[src/rtl/riscv_pkg.sv]
// Shared encodings for the multicycle RISC-V control path: opcodes, FSM states,
// ALUOp classes and the ALUControl values the ALU understands.
package riscv_pkg;

    localparam logic [6:0] OP_LW  = 7'b0000011;
    localparam logic [6:0] OP_SW  = 7'b0100011;
    localparam logic [6:0] OP_R   = 7'b0110011;
    localparam logic [6:0] OP_I   = 7'b0010011;
    localparam logic [6:0] OP_BEQ = 7'b1100011;
    localparam logic [6:0] OP_JAL = 7'b1101111;

    localparam logic [2:0] ALU_ADD = 3'b000;
    localparam logic [2:0] ALU_SUB = 3'b001;
    localparam logic [2:0] ALU_AND = 3'b010;
    localparam logic [2:0] ALU_OR  = 3'b011;
    localparam logic [2:0] ALU_SLT = 3'b101;

    localparam logic [1:0] IMM_I = 2'b00;
    localparam logic [1:0] IMM_S = 2'b01;
    localparam logic [1:0] IMM_B = 2'b10;
    localparam logic [1:0] IMM_J = 2'b11;

    typedef enum logic [3:0] {
        S_FETCH,
        S_DECODE,
        S_MEMADR,
        S_MEMREAD,
        S_MEMWB,
        S_MEMWRITE,
        S_EXECUTER,
        S_EXECUTEI,
        S_ALUWB,
        S_BEQ,
        S_JAL
    } state_t;

    typedef enum logic [1:0] {
        ALUOP_ADD,
        ALUOP_SUB,
        ALUOP_FUNCT
    } alu_op_t;

    // Immediate format depends only on the opcode, independent of state.
    function automatic logic [1:0] imm_src_of(input logic [6:0] op);
        case (op)
            OP_LW, OP_I: return IMM_I;
            OP_SW:       return IMM_S;
            OP_BEQ:      return IMM_B;
            OP_JAL:      return IMM_J;
            default:     return 2'b00;
        endcase
    endfunction

endpackage

[src/rtl/multicycle_control_if.sv]
// Signal bundle between the control unit (master) and the datapath (slave):
// instruction fields and zero flag in, mux selects and write enables out.
interface multicycle_control_if;

    logic [6:0] op;
    logic [2:0] funct3;
    logic       funct7b5;
    logic       zero;

    logic       PCWrite;
    logic       AdrSrc;
    logic       MemWrite;
    logic       IRWrite;
    logic [1:0] ResultSrc;
    logic [1:0] ALUSrcA;
    logic [1:0] ALUSrcB;
    logic [1:0] ImmSrc;
    logic       RegWrite;
    logic [2:0] ALUControl;
    logic       instr_done;
    logic       illegal_op;

    modport master (
        input  op, funct3, funct7b5, zero,
        output PCWrite, AdrSrc, MemWrite, IRWrite, ResultSrc, ALUSrcA, ALUSrcB,
               ImmSrc, RegWrite, ALUControl, instr_done, illegal_op
    );

    modport slave (
        output op, funct3, funct7b5, zero,
        input  PCWrite, AdrSrc, MemWrite, IRWrite, ResultSrc, ALUSrcA, ALUSrcB,
               ImmSrc, RegWrite, ALUControl, instr_done, illegal_op
    );

endinterface

[src/rtl/alu_decoder.sv]
// Combinational ALU operation decode from the ALUOp class and instruction fields;
// flags funct3 values this core does not implement.
module alu_decoder
    import riscv_pkg::*;
(
    input  alu_op_t    alu_op,
    input  logic [2:0] funct3,
    input  logic       op5,
    input  logic       funct7b5,
    output logic [2:0] alu_control,
    output logic       funct_illegal
);

    always_comb begin
        // NOTE: every output gets a default before the case so no path leaves it unassigned (no latch).
        alu_control   = ALU_ADD;
        funct_illegal = 1'b0;
        case (alu_op)
            ALUOP_ADD: alu_control = ALU_ADD;
            ALUOP_SUB: alu_control = ALU_SUB;
            ALUOP_FUNCT: begin
                case (funct3)
                    3'b000:  alu_control = (op5 && funct7b5) ? ALU_SUB : ALU_ADD;
                    3'b010:  alu_control = ALU_SLT;
                    3'b110:  alu_control = ALU_OR;
                    3'b111:  alu_control = ALU_AND;
                    default: funct_illegal = 1'b1;
                endcase
            end
            default: alu_control = ALU_ADD;
        endcase
    end

endmodule

[src/rtl/multicycle_control.sv]
// Moore control FSM for the multicycle RISC-V core: sequences fetch, decode,
// execute, memory and writeback, and decodes every datapath select and enable.
module multicycle_control
    import riscv_pkg::*;
(
    input  logic                   clk,
    input  logic                   reset,
    multicycle_control_if.master   bus
);

    state_t     state;
    state_t     state_next;
    alu_op_t    alu_op;
    logic       pc_update;
    logic       branch;
    logic       decode_illegal;
    logic       funct_illegal;
    logic [2:0] alu_control;

    // NOTE: sequential state uses non-blocking assignment; combinational logic below uses blocking.
    always_ff @(posedge clk or posedge reset) begin
        if (reset) state <= S_FETCH;
        else       state <= state_next;
    end

    alu_decoder u_alu_decoder (
        .alu_op        (alu_op),
        .funct3        (bus.funct3),
        .op5           (bus.op[5]),
        .funct7b5      (bus.funct7b5),
        .alu_control   (alu_control),
        .funct_illegal (funct_illegal)
    );

    always_comb begin
        state_next     = S_FETCH;
        alu_op         = ALUOP_ADD;
        pc_update      = 1'b0;
        branch         = 1'b0;
        decode_illegal = 1'b0;
        bus.AdrSrc     = 1'b0;
        bus.MemWrite   = 1'b0;
        bus.IRWrite    = 1'b0;
        bus.ResultSrc  = 2'b00;
        bus.ALUSrcA    = 2'b00;
        bus.ALUSrcB    = 2'b00;
        bus.RegWrite   = 1'b0;
        bus.instr_done = 1'b0;

        case (state)
            S_FETCH: begin
                bus.IRWrite   = 1'b1;
                bus.ALUSrcB   = 2'b10;
                bus.ResultSrc = 2'b10;
                pc_update     = 1'b1;
                state_next    = S_DECODE;
            end
            S_DECODE: begin
                bus.ALUSrcA = 2'b01;
                bus.ALUSrcB = 2'b01;
                case (bus.op)
                    OP_LW, OP_SW: state_next = S_MEMADR;
                    OP_R:         state_next = S_EXECUTER;
                    OP_I:         state_next = S_EXECUTEI;
                    OP_BEQ:       state_next = S_BEQ;
                    OP_JAL:       state_next = S_JAL;
                    default: begin
                        decode_illegal = 1'b1;
                        bus.instr_done = 1'b1;
                        state_next     = S_FETCH;
                    end
                endcase
            end
            S_MEMADR: begin
                bus.ALUSrcA = 2'b10;
                bus.ALUSrcB = 2'b01;
                state_next  = (bus.op == OP_LW) ? S_MEMREAD : S_MEMWRITE;
            end
            S_MEMREAD: begin
                bus.AdrSrc = 1'b1;
                state_next = S_MEMWB;
            end
            S_MEMWB: begin
                bus.ResultSrc  = 2'b01;
                bus.RegWrite   = 1'b1;
                bus.instr_done = 1'b1;
            end
            S_MEMWRITE: begin
                bus.AdrSrc     = 1'b1;
                bus.MemWrite   = 1'b1;
                bus.instr_done = 1'b1;
            end
            S_EXECUTER: begin
                bus.ALUSrcA = 2'b10;
                alu_op      = ALUOP_FUNCT;
                state_next  = S_ALUWB;
            end
            S_EXECUTEI: begin
                bus.ALUSrcA = 2'b10;
                bus.ALUSrcB = 2'b01;
                alu_op      = ALUOP_FUNCT;
                state_next  = S_ALUWB;
            end
            S_ALUWB: begin
                bus.RegWrite   = 1'b1;
                bus.instr_done = 1'b1;
            end
            S_BEQ: begin
                bus.ALUSrcA    = 2'b10;
                alu_op         = ALUOP_SUB;
                branch         = 1'b1;
                bus.instr_done = 1'b1;
            end
            S_JAL: begin
                bus.ALUSrcA = 2'b01;
                bus.ALUSrcB = 2'b10;
                pc_update   = 1'b1;
                state_next  = S_ALUWB;
            end
            default: state_next = S_FETCH;
        endcase
    end

    // funct_illegal can only assert while ALUOp is funct, i.e. in an EXECUTE state.
    assign bus.PCWrite    = pc_update | (branch & bus.zero);
    assign bus.ALUControl = alu_control;
    assign bus.ImmSrc     = imm_src_of(bus.op);
    assign bus.illegal_op = decode_illegal | funct_illegal;

endmodule

[src/flat_wrapper.sv]
// flat-port wrapper written by rule: the top's interface ports become plain ports
module multicycle_control_flat import riscv_pkg::*;
  (clk, reset, bus_op, bus_funct3, bus_funct7b5, bus_zero, bus_PCWrite, bus_AdrSrc, bus_MemWrite, bus_IRWrite, bus_ResultSrc, bus_ALUSrcA, bus_ALUSrcB, bus_ImmSrc, bus_RegWrite, bus_ALUControl, bus_instr_done, bus_illegal_op);
  multicycle_control_if bus_i ();
  input  logic clk;
  input  logic reset;
  input wire logic [$bits(bus_i.op)-1:0] bus_op;
  input wire logic [$bits(bus_i.funct3)-1:0] bus_funct3;
  input wire logic [$bits(bus_i.funct7b5)-1:0] bus_funct7b5;
  input wire logic [$bits(bus_i.zero)-1:0] bus_zero;
  output wire logic [$bits(bus_i.PCWrite)-1:0] bus_PCWrite;
  output wire logic [$bits(bus_i.AdrSrc)-1:0] bus_AdrSrc;
  output wire logic [$bits(bus_i.MemWrite)-1:0] bus_MemWrite;
  output wire logic [$bits(bus_i.IRWrite)-1:0] bus_IRWrite;
  output wire logic [$bits(bus_i.ResultSrc)-1:0] bus_ResultSrc;
  output wire logic [$bits(bus_i.ALUSrcA)-1:0] bus_ALUSrcA;
  output wire logic [$bits(bus_i.ALUSrcB)-1:0] bus_ALUSrcB;
  output wire logic [$bits(bus_i.ImmSrc)-1:0] bus_ImmSrc;
  output wire logic [$bits(bus_i.RegWrite)-1:0] bus_RegWrite;
  output wire logic [$bits(bus_i.ALUControl)-1:0] bus_ALUControl;
  output wire logic [$bits(bus_i.instr_done)-1:0] bus_instr_done;
  output wire logic [$bits(bus_i.illegal_op)-1:0] bus_illegal_op;
  assign bus_i.op = bus_op;
  assign bus_i.funct3 = bus_funct3;
  assign bus_i.funct7b5 = bus_funct7b5;
  assign bus_i.zero = bus_zero;
  assign bus_PCWrite = bus_i.PCWrite;
  assign bus_AdrSrc = bus_i.AdrSrc;
  assign bus_MemWrite = bus_i.MemWrite;
  assign bus_IRWrite = bus_i.IRWrite;
  assign bus_ResultSrc = bus_i.ResultSrc;
  assign bus_ALUSrcA = bus_i.ALUSrcA;
  assign bus_ALUSrcB = bus_i.ALUSrcB;
  assign bus_ImmSrc = bus_i.ImmSrc;
  assign bus_RegWrite = bus_i.RegWrite;
  assign bus_ALUControl = bus_i.ALUControl;
  assign bus_instr_done = bus_i.instr_done;
  assign bus_illegal_op = bus_i.illegal_op;
  multicycle_control u_core (.clk(clk), .reset(reset), .bus(bus_i));
endmodule
[config.mk]
export PLATFORM = sky130hd
export DESIGN_NAME = multicycle_control_flat
export DESIGN_NICKNAME = d
export VERILOG_FILES = /design/src/rtl/riscv_pkg.sv /design/src/rtl/multicycle_control_if.sv /design/src/rtl/alu_decoder.sv /design/src/rtl/multicycle_control.sv /design/src/flat_wrapper.sv
export SDC_FILE = /design/constraint.sdc
export NUM_CORES = 1
export LEC_CHECK = 0
export CAP_MARGIN = 10
export CORE_AREA = 2 2 43 45
export DETAILED_ROUTE_END_ITERATION = 8
export DIE_AREA = 0 0 45 47
export GPL_ROUTABILITY_DRIVEN = 0
export PLACE_DENSITY = 0.75
export SLEW_MARGIN = 15
export SYNTH_ARGS = -nofsm -noshare
export SYNTH_HDL_FRONTEND = slang
export SYNTH_SLANG_ARGS = --single-unit
[constraint.sdc]
create_clock -name clk -period 1.8 [get_ports clk]
set_input_delay 0.36 -clock clk [delete_from_list [all_inputs] [get_ports clk]]
set_output_delay 0.36 -clock clk [all_outputs]
set_load 0.02 [all_outputs]
==> results.cfg <==
[global_route]
grt_pass1_wl_um = 3210
antenna_found_initial = 0
overflow = 0
track_usage_pct = 20.6
grt_max_degree = 13
grt_pass1_vias = 798

[synthesis]
syn_area_um2 = 618
synth_nets = 98
synth_simple_gate_area_share_pct = 38.5
synth_largest_area_cell = dfrtp_1
synth_edf_count = 0
seq_area_frac_synth_pct = 16.2
synth_cells = 82
synthXorXnorAreaFrac_pct = 4.25
ys_types = 39
avgSynthCellArea_um2 = 7.54
synth_fa_ha_area_share_pct = 4.05
synth-compound-area-share_pct = 24.7
synth_top_family_by_area = simple AND/OR/NAND/NOR gates
synth_top_flop_cell = dfrtp_1
ys_seq_elements = 4
async_flop_share_pct = 100
yosys_warnings = 0
synthMuxAreaShare_pct = 1.62
synth_top_area_share_pct = 16.2
ys_top_cells_by_area = dfrtp_1 (16%), nor3_1 (5.7%), nor2_1 (4.3%), ha_1 (4.0%), nand2b_1 (4.0%)

[pwr]
switchingPower_mw = 0.430
ir_drop_uv = 517
clkPwrFrac_pct = 10.3
powerDensity_nw_per_um2 = 743
combPwrFrac_pct = 77.7
leakagePower_nw = 0.592
intPower_mw = 0.522
p_seq_share_pct = 12.0
swShare_pct = 45.2

[finish]
final_cell_mix = buf_4 (29), buf_6 (9), dlygate4sd2_1 (7), buf_2 (7), clkdlybuf4s50_1 (6)
postLayoutCoreUtil_pct = 77.7
area_growth_pct = 107
final_common_cell = buf_4
final_nets = 160
reg_top3 = u_core.state (4)
final_layout_size_suffix_gt1_share_pct = 60.6
largest_reg_flops = 4
top_register = u_core.state
fin_area_um2 = 1280
num_antenna_cells = 0

[timing]
min_period_ps = 1950
slew_viol_final = 0
slew_headroom_pct = 82.8
worst_clock_skew_ps = 0.238
fin_setup_tns_ps = -529
hold_violations = 0
setup_viol = 5
rsz0062_at_grt = yes
post-route-period-util_pct = 108
setup_slack_ps = -149
worst_pin_slew_ps = 256
timing.hold.ws_ps = 354
clock.fmax_ghz = 0.513

[floorplanning]
start_util_pct = 37.4
rows = 15
core-area_um2 = 1650
fp.dieH_um = 47
die_w_um = 45
dieArea_um2 = 2120
io_pins = 32

[clocking]
tritoncts = built
clk_pin_slew_ps = 30
cts.sinks = 4
cts_made_buffers = 3
cts-htree-levels = 1
clock-root-buffer = clkbuf_4
clk_path_buf_depth = 2
clk_latency_ps = 220
postCtsHoldBufs = 0

[placement]
place_ws_ps = -670
placed_cell_area_um2 = 1100
dp_hpwl_um = 1520
portBuffers = 31

[worst_hold_path]
holdCritPathClass = in -> async

[worst_setup_path]
start_kind = register
cpPeakStageDelay_ps = 400
cp.required_ps = 1440
crit_slowest_cell = dfrtp_1
critPathArrivalTime_ps = 1590
cp_cell_sequence = buf_4, nor2_2, nand2_2, o31ai_1, buf_2
critPathKind = reg -> out
cp-end-kind = primary output
cp_max_fo = 12

[detailed_routing]
highest_layer = met3
vias = 859
route.detailed.drc = 0
viasPerCell = 5.40
wl_per_cell_um = 14.6
drt-initial-drc-count = 10
wl_met2_um = 1410
wl_met3_um = 75
first_pass_iters = 4
wl_met1_um = 838
drtAntennaViolNets = 0
drt_wl_total_um = 2320

[run_status]
status = finished, violations left
violations = negative setup slack

[job]
max_cap_violations = 0
-- metal layers --
metal,global-route usage [%],vias up
li1,-,415
met1,21.9,420
met2,42.3,24
met3,2.69,0
met4,5.29,0
met5,0,-
-- power by group through the flow --
stage          logic [mW]  clock network [mW]  registers (mW)
6_report            0.740              0.0982           0.114
5_1_grt             0.787               0.106           0.115
4_1_cts             0.648               0.101           0.110
3_5_place_dp        0.724                   0           0.111
3_3_place_gp        0.722                   0           0.111
2_1_floorplan       0.392                   0           0.111
-- worst max-delay path: cells and delay by family (launching register included) --
| kind | cells | cell delay, ps |
|---|---|---|
| flops | 1 | 400 |
| buf+inv | 2 | 440 |
| compound gates | 1 | 280 |
| simple gates | 2 | 250 |
-- synthesized netlist by cell type, drive strengths merged (2+ instances only) --
cell and instances:
nor2b 5, a21oi 4, nand3 2, nor4 2, ha 2, and3b 2
nand2 5, nor3 7, dfrtp 4, nand2b 4, a211oi 4, nor2 7
buf 5, xnor2 2, inv 7, o21ai 4
-- final timing paths --
path	start	to	slack [ps]	depth (start not counted)
worst max-delay path	u_core.state[2]	bus_illegal_op	-150	5
worst min-delay path	reset	u_core.state[2]	350	2
worst max register to register	u_core.state[1]	u_core.state[1]	270	6
worst min register to register	u_core.state[0]	u_core.state[2]	820	3
max in group asynchronous	reset	u_core.state[1]	1280	2
min in group clk	bus_op[6]	u_core.state[3]	730	3
-- cell families after synthesis --
| group | count (synthesis) |
|---|---|
| AO/OA/AOI/OAI | 20 |
| buffers and inverters | 12 |
| AND/OR/NAND/NOR | 40 |
| XOR/XNOR | 3 |
| multiplexers | 1 |
| flip-flops | 4 |
| adder cells (fa/ha/maj) | 2 |
-- repair_timing --
| item | CTS | global route |
|---|---|---|
| resized for setup | 97 | 43 |
| setup endpoints to repair | 18 | 15 |
| pin swaps | 6 | 10 |
| setup buffers | 7 | 5 |
-- area by class of cell --
cell class,count,area [um2]
Clock buffer,3,22.5
Fill cell,109,369
Inverter,7,33.8
Multi-Input combinational cell,66,603
Sequential cell,4,101
Tap cell,17,21.3
Timing Repair Buffer,62,500
-- stage by stage --
step	power, mW	cells
after floorplan	0.502	82
after global placement	0.833	148
after detailed placement	0.835	148
after CTS	0.860	158
after global routing	1.01	159
final	0.952	159
Power figures use the tool's default switching activity.
